==> src/rtl/mmio_uart_tx_peripheral.sv <==
// Memory-mapped UART transmitter. It queues stored bytes in a TX FIFO and sends
// them as 8N1 frames on txd. Loads return the status and baud divisor registers.
//
// Bus handshake: single-cycle and always ready. The peripheral performs a store
// on every rising edge where sel && wmem. A load sees rdata in the same cycle as
// sel, with no wait states. When sel=0, rdata is 0.
module mmio_uart_tx_peripheral #(
  parameter int          FIFO_DEPTH  = 8,
  parameter logic [15:0] DEFAULT_DIV = 16'd867
) (
  input  logic        clk,
  input  logic        rst,
  input  logic        sel,
  input  logic [3:0]  addr,
  input  logic [63:0] wdata,
  input  logic        wmem,
  input  logic [2:0]  funct3,
  output logic [63:0] rdata,
  output logic        txd
);

  localparam int AW = $clog2(FIFO_DEPTH);
  localparam int CW = AW + 1;

  localparam logic [1:0] ST_IDLE  = 2'd0;
  localparam logic [1:0] ST_START = 2'd1;
  localparam logic [1:0] ST_DATA  = 2'd2;
  localparam logic [1:0] ST_STOP  = 2'd3;

  logic [7:0]    mem [FIFO_DEPTH];
  logic [AW-1:0] wr_ptr;
  logic [AW-1:0] rd_ptr;
  logic [CW-1:0] count;
  logic          ovf;
  logic [15:0]   baud_div;

  logic [1:0]    state;
  logic [15:0]   bit_cnt;
  logic [2:0]    bit_idx;
  logic [7:0]    shift;

  logic          full;
  logic          empty;
  logic          busy;
  logic          push;
  logic          push_ok;
  logic          pop;
  logic          bit_end;
  logic [3:0]    status_count;

  // Access size does not matter, and only the low bytes of a store are used.
  logic unused_bits;
  assign unused_bits = ^{funct3, wdata[63:16]};

  assign full         = (count == CW'(FIFO_DEPTH));
  assign empty        = (count == '0);
  assign busy         = (state != ST_IDLE);
  assign bit_end      = (bit_cnt == 16'd0);
  assign push         = sel && wmem && (addr == 4'h0);
  // A pop in the same cycle frees a slot, so a push while full is still taken.
  assign push_ok      = push && (!full || pop);
  // Pop when the serializer needs the next byte: from idle, or at the end of a stop bit.
  assign pop          = !empty && ((state == ST_IDLE) || ((state == ST_STOP) && bit_end));
  assign status_count = 4'(count);

  // FIFO storage. Its contents are don't-care once the pointers reset.
  always_ff @(posedge clk) begin
    if (push_ok) mem[wr_ptr] <= wdata[7:0];
  end

  // FIFO pointers, occupancy and sticky overflow flag.
  always_ff @(posedge clk) begin
    if (rst) begin
      wr_ptr <= '0;
      rd_ptr <= '0;
      count  <= '0;
      ovf    <= 1'b0;
    end else begin
      if (push_ok) wr_ptr <= wr_ptr + 1'b1;
      if (pop)     rd_ptr <= rd_ptr + 1'b1;
      count <= count + {{(CW-1){1'b0}}, push_ok} - {{(CW-1){1'b0}}, pop};
      if (push && !push_ok) begin
        ovf <= 1'b1;
      end else if (sel && wmem && (addr == 4'h4) && wdata[3]) begin
        ovf <= 1'b0;
      end
    end
  end

  // Baud divisor register. The serializer reads it only when a new bit starts.
  always_ff @(posedge clk) begin
    if (rst) begin
      baud_div <= DEFAULT_DIV;
    end else if (sel && wmem && (addr == 4'h8)) begin
      baud_div <= wdata[15:0];
    end
  end

  // Frame serializer. txd is registered and is set together with each state transition.
  always_ff @(posedge clk) begin
    if (rst) begin
      state   <= ST_IDLE;
      bit_cnt <= 16'd0;
      bit_idx <= 3'd0;
      shift   <= 8'd0;
      txd     <= 1'b1;
    end else begin
      case (state)
        ST_IDLE: begin
          txd <= 1'b1;
          if (pop) begin
            shift   <= mem[rd_ptr];
            bit_cnt <= baud_div;
            txd     <= 1'b0;
            state   <= ST_START;
          end
        end
        ST_START: begin
          if (bit_end) begin
            bit_cnt <= baud_div;
            bit_idx <= 3'd0;
            txd     <= shift[0];
            state   <= ST_DATA;
          end else begin
            bit_cnt <= bit_cnt - 16'd1;
          end
        end
        ST_DATA: begin
          if (bit_end) begin
            bit_cnt <= baud_div;
            if (bit_idx == 3'd7) begin
              txd   <= 1'b1;
              state <= ST_STOP;
            end else begin
              bit_idx <= bit_idx + 3'd1;
              shift   <= {1'b0, shift[7:1]};
              txd     <= shift[1];
            end
          end else begin
            bit_cnt <= bit_cnt - 16'd1;
          end
        end
        default: begin
          if (bit_end) begin
            if (pop) begin
              shift   <= mem[rd_ptr];
              bit_cnt <= baud_div;
              txd     <= 1'b0;
              state   <= ST_START;
            end else begin
              txd   <= 1'b1;
              state <= ST_IDLE;
            end
          end else begin
            bit_cnt <= bit_cnt - 16'd1;
          end
        end
      endcase
    end
  end

  // Load data decode. It is zero when the window is not selected.
  always_comb begin
    rdata = 64'd0;
    if (sel) begin
      case (addr)
        4'h4:    rdata = {56'd0, status_count, ovf, busy, empty, full};
        4'h8:    rdata = {48'd0, baud_div};
        default: rdata = 64'd0;
      endcase
    end
  end

endmodule

==> config.mk <==
export PLATFORM = sky130hd
export DESIGN_NAME = mmio_uart_tx_peripheral
export DESIGN_NICKNAME = d
export VERILOG_FILES = /design/src/rtl/mmio_uart_tx_peripheral.sv
export SDC_FILE = /design/constraint.sdc
export NUM_CORES = 1
export LEC_CHECK = 0
export BUFFER_PORTS_ARGS = -buffer_cell sky130_fd_sc_hd__clkbuf_2
export CAP_MARGIN = 20
export CORE_ASPECT_RATIO = 1.1
export CORE_MARGIN = 2
export CORE_UTILIZATION = 50
export CTS_CLUSTER_SIZE = 28
export DETAILED_ROUTE_END_ITERATION = 6
export HOLD_SLACK_MARGIN = 0.02
export PLACE_DENSITY = 0.79
export SKIP_LAST_GASP = 1
export SYNTH_ARGS = -nofsm -noshare
export SYNTH_HDL_FRONTEND = slang
export SYNTH_SLANG_ARGS = --single-unit
==> constraint.sdc <==
create_clock -name clk -period 6.6 [get_ports clk]
set_input_delay 0 -clock clk [delete_from_list [all_inputs] [get_ports clk]]
set_output_delay 0 -clock clk [all_outputs]
set_load 0.01 [all_outputs]
==> results.txt, run 1 <==
- The cell that appears most often on the critical path is buf_4.
* Headroom to the max-slew limit: 29.0%
* Via count normalized by instance count: 6.01
- In the final routed layout, each cell accounts on average for ~18 um.
- The via count of the first global-routing pass came to 5,059.
- The initialized floorplan defines 44 standard-cell rows.
- The clock drives about 120 sinks.
* Worst hold margin: 0.132 ns
- Post-synthesis sequential area ratio: between 40% and 50%
* RSZ-0062 raised after global routing: no
- The synthesized netlist contains 76 unique library cells.
- Cell area after synthesis: approximately 6700 um2
- In this run the horizontal extent of the chip is 114 um.
- Number of buffer cells added on primary ports: 40
* Number of routed nets with antenna violations: 0
- The clock passes through at most 2 buffers.
* WHS Endpoint: ovf$_SDFFE_PP0P_
- The clock period could shrink to between 3 and 4 ns.
- Area growth from synthesis to layout: 12.0%
- Once the floorplan was initialized, standard cells occupied roughly half of the core.
- Signal arrival time at the worst endpoint: 3.50 ns
- Ranked by total cell area, the synthesized netlist is headed by edfxtp_1 (29%), dfxtp_1 (18%), buf_4 (5.6%).
- Of the available clock period, the critical path in the final layout requires 51.0%.
- Synthesis handed over a netlist of 641 instances.
- Power spread over the standard cell area amounts to 427 nW/um2.
* Critical path's top delay family: simple AND/OR/NAND/NOR gates
* Number of top-level pins: between 100 and 150
- After clock tree synthesis, the setup repair step added 0 buffers.
- Wire length of the first global-routing pass: 25,300 um
- Core region area: 13,200 um2
* Weighted congestion reported at the end of routability-driven placement: 0.917
* Worst Setup Slack post-DPL: 3.37 ns
- Setup Viol. Count Final: 0
* Final total negative setup slack: 0 ns
- Post-synth top area cell: edfxtp_1
- HP Start: sel
- After clock tree synthesis, the repair step resized 0 gates.
- FF-to-FF setup slack: 3.24 ns
* Pin count of the biggest net entering global routing: 55
- Clock slew at reported path FFs: 0.06 ns
- STA classifies the critical path endpoint as a flip-flop.
- Post-detailed-placement half-perimeter wirelength: ~10,000 um
- The critical path in this run is classified as reg -> reg.
- Floorplan die height: 125 um
- Die Footprint: 14,300 um2
* Clock latency on the worst-skew pair: 0.42 ns
- Together, buffers and inverters on the worst path number 3.
- Nature of the critical path startpoint: flip-flop
- The flow ran to the end, and the final reports show no timing, DRC or antenna violations.
- Final Net Count: between 700 and 800
- Leading cell types in the layout, fill and taps excluded: nand2_1 (80), edfxtp_1 (64), dfxtp_1 (60), nor2_1 (48), conb_1 (48)
* Maximum capacitance violations: 0
* Worst ir drop on vdd: 319 uV
- Total of fill cells in the finished design: 1,025
* Flops & latches, synth: 124
- Derived from the worst setup path, the maximum achievable clock frequency is around 300 MHz.
* Final instance area: 7500 um2
- The number of failing hold endpoints at the final stage was 0.
* Syn_area_per_cell: about 10 um2
- Endpoint of the most critical register-to-register path: mem[4][2]$_DFFE_PP_
- Routed WL: 15,800 um
- Smallest setup slack after layout: around 3.2 ns
- Total via count in the routed design: about 5,200
- Number of instances in the placed design: a little over 800
- Path depth of the worst reg2reg path: 9
- In this run the worst path has a maximum fanout of 16.
- The slowest stage of the critical path is the nor3_1 cell.
- Of the cells placed in the final design, the portion with a size suffix greater than 1 is 16.7%.
- The number of antenna diodes in the final layout is 0.
* Yosys warning count: 0
- The signal on the critical path passes through inv_1 -> ha_1 -> or3b_1 -> nand2_1 -> o31ai_2 -> buf_4 -> o211ai_1 -> nor3_1 -> buf_4.
- For the pin with the worst max-slew slack, the measured transition is 1.06 ns.
- Commonest non-fill, non-tap cell in the layout: nand2_1
- Total leakage power: ~2.9 nW
- Data on the critical path is required at its endpoint by between 6 and 7 ns.
- The startpoint identified for the worst register-to-register timing path is count[3]$_SDFF_PP0_.
* Number of cells traversed by the worst hold path: 4
- The pre-antenna-repair detailed-routing pass consisted of 6 iterations.
- Setup Skew: roughly 0.013 ns
- Counting the buffers created by CTS gives 17.
* DRC violation count after routing: 0
* Cts hold-fix bufs: 17
* Area of placed instances: slightly below 7000 um2
- CTS tree: built
- HP Class: in -> reg
- Share of async-settable or async-resettable flops after synthesis: 0%
- In this design, the stage delay of the slowest critical-path cell is 0.71 ns.
* Area fraction of the dominant cell type after synthesis: 28.7%
* Number of DRC violations after detailed-routing iteration 0: 539
- The synthesized design contains 64 enable-type register cells.
- Global routing consumed, over all layers together, 22.6% of the routing resources.
- The max-slew violation count came to 0.
* Root buf cell: clkbuf_16
* Antenna violations before repair: 0
* Remaining Overflow, GRT: 0
- Main flop type after synthesis: edfxtp_1
- H-Tree Depth: 4
- Finished Layout Cells: 867
metrics by stage:
stage	total power [mW]	util (%)
2_1_floorplan	2.09	-
3_3_place_gp	2.23	51.4
6_report	3.21	57.0
4_1_cts	3.17	56.9
3_5_place_dp	2.29	51.4
5_1_grt	3.37	57.0
state kept, by name (all words and copies together) (netlist names), named ones only:
name      cells
ovf           1
bit_cnt      16
state         2
shift         8
wr_ptr        3
mem          64
count         4
rd_ptr        3
baud_div     16
bit_idx       3
txd           1
worst max path at each step:
| stage | startpoint | endpoint | depth (start not counted) |
|---|---|---|---|
| floorplan | bit_cnt[0]$_SDFF_PP0_ | mem[0][0]$_DFFE_PP_ | 7 |
| global placement | count[3]$_SDFF_PP0_ | mem[4][4]$_DFFE_PP_ | 9 |
| detailed placement | count[2]$_SDFF_PP0_ | mem[4][1]$_DFFE_PP_ | 9 |
| CTS | count[2]$_SDFF_PP0_ | mem[4][2]$_DFFE_PP_ | 9 |
| global route | count[2]$_SDFF_PP0_ | mem[4][5]$_DFFE_PP_ | 9 |
| finish | count[3]$_SDFF_PP0_ | mem[4][2]$_DFFE_PP_ | 9 |
logic make-up (layout without fill, tap and decap cells):
group                    count (synthesis)  in the layout  share of synthesized area (%)
adder cells (fa/ha/maj)                 16             16                           3.10
XOR/XNOR                                15             15                           1.96
other                                    1             48                         0.0560
AND/OR/NAND/NOR                        210            210                           16.0
buffers and inverters                   97            115                           9.68
flip-flops                             124            124                           46.6
multiplexers                            40             40                           8.89
AO/OA/AOI/OAI                          138            138                           13.7
worst reg2reg max path, cell delays in order (launching register included):
cell	delay, ns
dfxtp_1	0.38
inv_1	0.06
ha_1	0.18
or3b_1	0.56
nand2_1	0.22
o31ai_2	0.21
buf_4	0.25
o211ai_1	0.20
nor3_1	0.71
buf_4	0.29
cell usage after synthesis (2+ instances only):
cell and n:
nand2b_1 6, a21oi_1 37, clkbuf_8 4, nand2_1 80, dfxtp_1 60, o21a_1 3, mux4_2 15, nor4_4 2
xnor2_1 6, nor4_1 4, mux2_2 2, a31oi_1 5, buf_4 50, or3_1 3, a21o_1 2, nor2_1 48
nand3b_1 8, nor4b_1 2, a32oi_1 2, clkbuf_1 15, and3_1 11, ha_1 15, mux2i_1 22, o21ai_1 3
o22ai_1 4, inv_1 14, edfxtp_1 64, nor3_1 10, nand4_1 3, nor2b_1 13, o21ai_0 30, a22oi_1 11
a221oi_1 5, buf_6 6, and2_1 5, xor2_1 9, nand3_1 3, a211oi_1 3, buf_2 6, o211ai_1 14
power breakdown:
part | switching, mW | total [mW] | internal [mW]
logic | 0.791 | 1.31 | 0.517
registers | 0.127 | 1.03 | 0.904
clock network | 0.376 | 0.866 | 0.491
total | 1.29 | 3.21 | 1.91
area by class of cell:
class / instances / area, um2 / share of cell area, %
inverters: 14 / 52.6 / 0.701
clock buffers: 17 / 425 / 5.67
multi-input cells: 467 / 3100 / 41.4
flip-flops and latches: 124 / 3120 / 41.6
clock inverters: 15 / 126 / 1.69
well taps: 161 / 201 / 2.69
repair buffers: 69 / 468 / 6.24
per-layer routing:
layer / global-route usage (%) / part of all wire (%)
met1: 28.0 / 39
met2: 37.9 / 51
met3: 4.41 / 7.3
met4: 10.7 / 2.6
met5: 0 / 0
No activity file was read; power rests on OpenSTA's default activity.
==> inputs of run 2 (changes only) <==
- PLACE_DENSITY: 0.79 -> 0.82
- clock period: 6.6 -> 3 ns (I/O delays scaled with it)
==> run 2 against run 1 <==
Effect of this change: sequential power is 120% higher; setup slack worse by 3.0 ns; global-route usage up 1.3 points.
==> results.txt, run 2 (synthesized netlist as in run 1, its figures left out) <==
- The post-route minimum period was 2.78 ns (-0.583 ns).
* Total of fill cells in the finished design: 994 (-3.0%)
* Classification of the worst setup path: reg -> reg
- Diodes inserted: 0 (unchanged)
* Clock buffers created by TritonCTS: 17 (unchanged)
- RSZ-0062 raised after global routing: no
* HP Class: in -> reg
- The relative slew slack was 39.3% (+10 points).
* Area of placed instances: 6900 um2 (+2.0%)
- The data arrival time of the critical path is 3.05 ns (-0.45 ns).
- CTS tree: built
- Maximum capacitance violations: 0 (unchanged)
- Finished Layout Cells: 884 (+2.0%)
* Core region area: 13,200 um2 (unchanged)
- Area taken by flip-flops and latches: 3120 um2 (unchanged)
* Setup Viol. Count Final: 0 (unchanged)
* Antenna violations before repair: 0 (unchanged)
- The final antenna-violating net count is 0 (unchanged).
* Final total negative setup slack: 0 ns (unchanged)
- Slew Limit Fails: 0 (unchanged)
- The via count of the routed design is 5,316 (+2.1%).
- The die extent in x is 114 um (unchanged).
- The total length of routed wires is 16,500 um (+4.7%).
- The power density of the placed cells is 973 nW/um2 (+130%).
- Root buf cell: clkbuf_16
- The share of the core filled with cells in the final layout was 58.3% (+1.3 points).
- The instance count after placement with tap cells included came to 835 (+2.2%).
- Number of top-level pins: 140 (unchanged)
- The clock tree buffer depth is 2 (unchanged).
* Number of placement rows: 44 (unchanged)
* Drt wl/cell: 18.7 um (+2.7%)
- The number of iterations in the first detailed-routing pass was 6 (unchanged).
- Via count of the first global-routing pass: 5,236 (+3.5%)
* Wire length of the first global-routing pass: 26,800 um (+6.2%)
- The area of the die is 14,300 um2 (unchanged).
- Via count normalized by instance count: 6.01 (+0.13%)
- Flip-flop count of the largest register, all copies and words added: 64 (unchanged)
- Endpoint kind of the worst setup timing path: flip-flop
- Crit share post-route: 92.7% (+42 points)
- The library cell used most frequently in the layout, excluding fill and tap cells, is nand2_1.
- Met1 track utilization from global routing: 30.7% (+2.7 points)
* Share of post-route cells with drive strength above 1: 18.9% (+2.2 points)
- The height of the die came to 125 um (unchanged).
* Worst Setup Slack post-DPL: 0.206 ns (-3.16 ns)
- Clock latency on the worst-skew pair: 0.42 ns (about the same)
- Maximum fanout along the worst path: 7 (-9)
- The required time at the worst-slack endpoint is 3.27 ns (-3.46 ns).
- Final Hold Violating Endpoints: 0 (unchanged)
* Total leakage power: 2.99 nW (+3.7%)
* Number of DRC violations after detailed-routing iteration 0: 603 (+12%)
- The largest net degree at the start of global routing came to 36 (-35%).
- The design area came to 7670 um2 (+2.3%).
- The register with the most flip-flops in the final layout is mem.
- Registers with the most flip-flops: mem (64), baud_div (16), bit_cnt (16)
- Setup Skew: 0.0105 ns (-0.00252 ns)
* Leading cell types in the layout, fill and taps excluded: nand2_1 (79), edfxtp_1 (64), dfxtp_1 (60), nor2_1 (48), conb_1 (48)
- The worst setup path is launched from a flip-flop.
- Area occupied by multi-input gates: 3110 um2 (+0.16%)
- Area growth from synthesis to layout: 14.6%
* DRC violation count after routing: 0 (unchanged)
- The global-route congestion overflow total came to 0 (unchanged).
- Number of buffer cells added on primary ports: 40 (unchanged)
* H-Tree Depth: 4 (unchanged)
- The total routing resource utilization after global routing was 23.9% (+1.3 points).
* Worst ir drop on vdd: 905 uV (+180%)
- The starting density of the core is 50.9% (unchanged).
* Result of the run: finished, final reports clean
* Final Net Count: 801 (+2.2%)
* Met2 track demand over resource: 38.7% (+0.81 points)
- The slew at the pin with the worst max-slew slack is 0.908 ns (-0.149 ns).
- Met3 track utilization from global routing: 4.56% (+0.15 points)
* Weighted congestion reported at the end of routability-driven placement: 0.909 (-0.89%)
* Most utilized layer in the global route result: met2
* Total number of clock tree sinks: 124 (unchanged)
- Post-detailed-placement half-perimeter wirelength: 10,700 um (+5.6%)
* Clock slew at reported path FFs: 0.06 ns (about the same)
* Fmax: 360 MHz (+21%)
- The final worst setup slack is 0.220 ns (-3.02 ns).
* FF-to-FF setup slack: 0.22 ns (-3.02 ns)
run 2: cell type report:
class	instances	share of cell area, %
sequential	124	40.7
multi-input combinational	467	40.5
timing repair buffer	86	7.66
clock buffer	17	5.54
tap	161	2.63
clock inverter	15	2.28
inverter	14	0.685
run 2: per-layer routing:
layer	part of all wire (%)	up-vias	wire, um
met5	0	-	0
met4	4.6	0	766
met3	6.9	86	1150
met2	49	294	8120
met1	39	2558	6510
li1	-	2378	-
run 2: worst paths after layout:
| path | startpoint | end | cells past startpoint |
|---|---|---|---|
| worst max-delay path | count[2]$_SDFF_PP0_ | count[2]$_SDFF_PP0_ | 13 |
| worst min-delay path | sel | ovf$_SDFFE_PP0P_ | 4 |
| worst max register to register | count[2]$_SDFF_PP0_ | count[2]$_SDFF_PP0_ | 13 |
| worst min register to register | txd$_SDFFE_PP1P_ | txd$_SDFFE_PP1P_ | 1 |
run 2: critical path: stages, from the launching register on:
cell	delay [ns]
dfxtp_1	0.31
inv_1	0.10
ha_1	0.18
or3b_1	0.45
nand2_2	0.16
o31a_4	0.16
buf_4	0.17
nand2_1	0.07
o21ai_0	0.18
ha_1	0.21
inv_1	0.06
fa_1	0.38
xor2_1	0.16
nor2_1	0.06
run 2: where the power goes:
| part | leakage (nW) | internal (mW) | switching [mW] |
|---|---|---|---|
| sequential | 1.07 | 1.99 | 0.228 |
| combinational | 1.64 | 1.27 | 1.90 |
| clock | 0.291 | 1.25 | 0.828 |
| total | 2.99 | 4.51 | 2.95 |
run 2: repair_timing:
| item | 4_1_cts | 5_1_grt |
|---|---|---|
| gates resized for setup | 0 | 2 |
| hold buffers | 17 | 0 |
| setup endpoints to repair | 0 | 1 |
| buffers inserted | 0 | 0 |
| hold endpoints to repair | 81 | 0 |
run 2: per-stage QoR:
step | power (mW) | hold WS [ns]
after floorplan | 4.59 | 0.0989
after global placement | 5.10 | 0.215
after detailed placement | 5.25 | 0.226
final | 7.46 | 0.167
after global routing | 7.83 | 0.229
after CTS | 7.40 | 0.146
==> inputs of run 3 (changes only) <==
- CTS_CLUSTER_SIZE: 28 -> 8
- RECOVER_POWER: unset -> 100
==> run 3 against run 2 <==
Effect of this change: the flow now finishes with violations (design-rule violations); sequential share of layout area grew 0.65 points; first-iteration DRC count rose by 4.6%; register-to-register slack got worse by 0.03 ns; via count shrank 0.24%; final area decreased by 1.6%; clock skew down 0.00057 ns; final cell count is the same.
==> results.txt, run 3 (synthesized netlist as in run 1, its figures left out) <==
* Critical path data required time: 3.05 ns (-0.22 ns)
* Number of placement rows: 44 (unchanged)
- Die Footprint: 14,300 um2 (unchanged)
- Number of top-level pins: 140 (unchanged)
- The number of remaining DRC errors is 15 (+15).
- Post-detailed-placement half-perimeter wirelength: 10,700 um (unchanged)
* Drt wl/cell: 18.7 um (about the same)
- The number of stages on the worst hold path came to 5 (+1).
* Via count normalized by instance count: 6.00 (-0.24%)
- Total power draw: 7.33 mW (-1.8%)
* Total number of clock tree sinks: 124 (unchanged)
- Crit share post-route: 93.6% (+0.94 points)
- Net switching power: 2.90 mW (-1.9%)
- The die extent in x is 114 um (unchanged).
* Transition time of the tightest slew-check pin: 1.33 ns (+0.418 ns)
* HP Start: addr[0]
- Startpoint of the worst-slack reg-to-reg timing path: bit_cnt[0]$_SDFF_PP0_
- The most critical setup path has its startpoint at bit_cnt[0]$_SDFF_PP0_.
* CTS tree: built
- The count of input and output buffers came to 40 (unchanged).
* Wire length of the first global-routing pass: 26,800 um (unchanged)
- WHS Endpoint: ovf$_SDFFE_PP0P_
* Result of the run: finished with violations
* Maximum capacitance violations: 0 (unchanged)
* Fmax: 356 MHz (-1.0%)
- The number of flip-flops in the largest register came to 64 (unchanged).
- Traced cell by cell, the critical path runs through inv_1 -> ha_1 -> nor2b_2 -> nand2_4 -> o31ai_1 -> o211ai_1 -> nor2_1 -> clkbuf_1.
- The via count of the first global-routing pass is 5,236 (unchanged).
* Endpoint kind of the worst setup timing path: flip-flop
- The depth of the worst register-to-register path was 8 (-5).
- The count of final setup violators was 0 (unchanged).
- Signal arrival time at the worst endpoint: 2.86 ns (-0.19 ns)
- The via count of the routed design came to 5,303 (-0.24%).
- Routed WL: 16,600 um (about the same)
* Maximum fanout along the worst path: 8 (+1)
* Number of DRC violations after detailed-routing iteration 0: 631 (+4.6%)
- The clock tree buffer depth came to 2 (unchanged).
- Max incr delay on CP: 0.53 ns (+0.08 ns)
* Final instance area: 7550 um2 (-1.6%)
* Pin count of the biggest net entering global routing: 36 (unchanged)
- The clock-pin transition on the worst setup and hold timing paths is 0.06 ns (about the same).
- Register with the highest flop count: mem
* Part of the power in the clock network: 28.3% (+0.4 points)
- The setup TNS came to 0 ns (unchanged).
- Remaining Overflow, GRT: 0 (unchanged)
* Share of post-route cells with drive strength above 1: 14.0% (-5.0 points)
* Power density relative to cell area: 970 nW/um2 (-0.26%)
* Endpoint of the most critical register-to-register path: mem[5][2]$_DFFE_PP_
- HP Class: in -> reg
- Worst ir drop on vdd: 898 uV (-0.73%)
* Nature of the critical path startpoint: flip-flop
- The switching fraction of total power came to 39.5% (about the same).
- The area of the core was 13,200 um2 (unchanged).
- The share of the core filled with cells in the final layout was 57.4% (-0.91 points).
* FF-to-FF setup slack: 0.19 ns (-0.03 ns)
- Violations in the final reports: design-rule violations
- Clock buffers created by TritonCTS: 17 (unchanged)
- Sequential group share of total power: 30.3% (+0.6 points)
- Total leakage power: 2.86 nW (-4.5%)
* Final critical-path required period: 2.81 ns (+0.0283 ns)
* Antenna violations before repair: 0 (unchanged)
- Effective utilization at floorplan: 50.9% (unchanged)
- The largest individual stage delay along the critical path comes from the cell o31ai_1.
- RSZ-0062 raised after global routing: no
* Root buf cell: clkbuf_16
- The number of iterations in the first detailed-routing pass is 7 (+1).
- The global placer's final weighted congestion came to 0.909 (unchanged).
* Number of routed nets with antenna violations: 0 (unchanged)
- Leading cell types in the layout, fill and taps excluded: nand2_1 (79), edfxtp_1 (64), dfxtp_1 (60), nor2_1 (48), conb_1 (48)
- The level count of the clock H-tree came to 4 (unchanged).
* Headroom to the max-slew limit: 10.4% (-29 points)
- Area growth from synthesis to layout: 12.8%
- Setup Skew: 0.00993 ns (-0.000575 ns)
- Final Hold Violating Endpoints: 0 (unchanged)
- Diodes inserted: 0 (unchanged)
- The height of the die is 125 um (unchanged).
* Registers with the most flip-flops: mem (64), baud_div (16), bit_cnt (16)
- Cell-internal power: 4.43 mW (-1.8%)
- Clock latency on the worst-skew pair: 0.42 ns (about the same)
- The total routing resource utilization after global routing is 23.9% (unchanged).
- The layout net count came to 801 (unchanged).
- Slew Limit Fails: 0 (unchanged)
- The final-layout fill cell count was 1,034 (+4.0%).
- Classification of the worst setup path: reg -> reg
* Area of placed instances: 6900 um2 (unchanged)
* Share of total power in combinational logic: 41.5% (-0.9 points)
- Leaving out fill and tap cells, the most frequent cell in the layout is nand2_1.
[run 3: cell types whose count changed in the layout (fill, tap and decap cells not counted), moves of 2 or more]
cell | previous run | this run
buf_4 | 29 | 16
clkbuf_1 | 0 | 32
o21ai_0 | 30 | 33
clkbuf_2 | 40 | 21
o21ai_1 | 3 | 1
[run 3: worst max path at each step]
stage / end / cells after the start
2_1_floorplan: mem[0][0]$_DFFE_PP_ / 7
3_3_place_gp: count[2]$_SDFF_PP0_ / 13
3_5_place_dp: count[2]$_SDFF_PP0_ / 13
4_1_cts: count[2]$_SDFF_PP0_ / 13
5_1_grt: count[2]$_SDFF_PP0_ / 13
6_report: mem[5][2]$_DFFE_PP_ / 8
[run 3: worst max-delay path, delay by kind of cell (launching register included)]
kind | cells | cell delay (ns)
flops | 1 | 0.39
fa+ha+maj | 1 | 0.18
buf+inv | 2 | 0.58
simple gates | 3 | 0.47
compound gates | 2 | 0.82
[run 3: what timing repair did]
action                                  CTS  global route
gates resized for setup                   0             2
endpoints found under the hold margin    81             0
setup buffers                             0             0
endpoints found under the setup margin    0             1
hold buffers                             17             0
[run 3: cell type report]
cell class / instances / area (um2) / area share [%]
flip-flops and latches: 124 / 3120 / 41.3
multi-input cells: 467 / 3060 / 40.5
repair buffers: 86 / 515 / 6.82
clock buffers: 17 / 425 / 5.63
well taps: 161 / 201 / 2.67
clock inverters: 15 / 175 / 2.32
inverters: 14 / 52.6 / 0.696
[run 3: power groups by stage]
| stage | registers [mW] | clock network [mW] | logic [mW] |
|---|---|---|---|
| after floorplan | 2.17 | 0 | 2.42 |
| after global placement | 2.22 | 0 | 2.88 |
| after detailed placement | 2.24 | 0 | 3.01 |
| after CTS | 2.21 | 2.09 | 3.10 |
| after global routing | 2.24 | 2.16 | 3.30 |
| final | 2.22 | 2.07 | 3.04 |
[run 3: metal layers]
| metal | global-route usage [%] | routed length, um |
|---|---|---|
| met1 | 30.7 | 6610 |
| met3 | 4.56 | 1140 |
| met4 | 11.8 | 702 |
| met5 | 0 | 0 |
| met2 | 38.7 | 8100 |
[run 3: per-stage QoR]
step / setup slack (ns) / hold WS, ns / std cells
finish: 0.192 / 0.177 / 884
global route: 0.0334 / 0.220 / 884
CTS: 0.191 / 0.146 / 884
detailed placement: 0.206 / 0.226 / 835
global placement: 0.304 / 0.215 / 835
floorplan: 0.257 / 0.0989 / 688
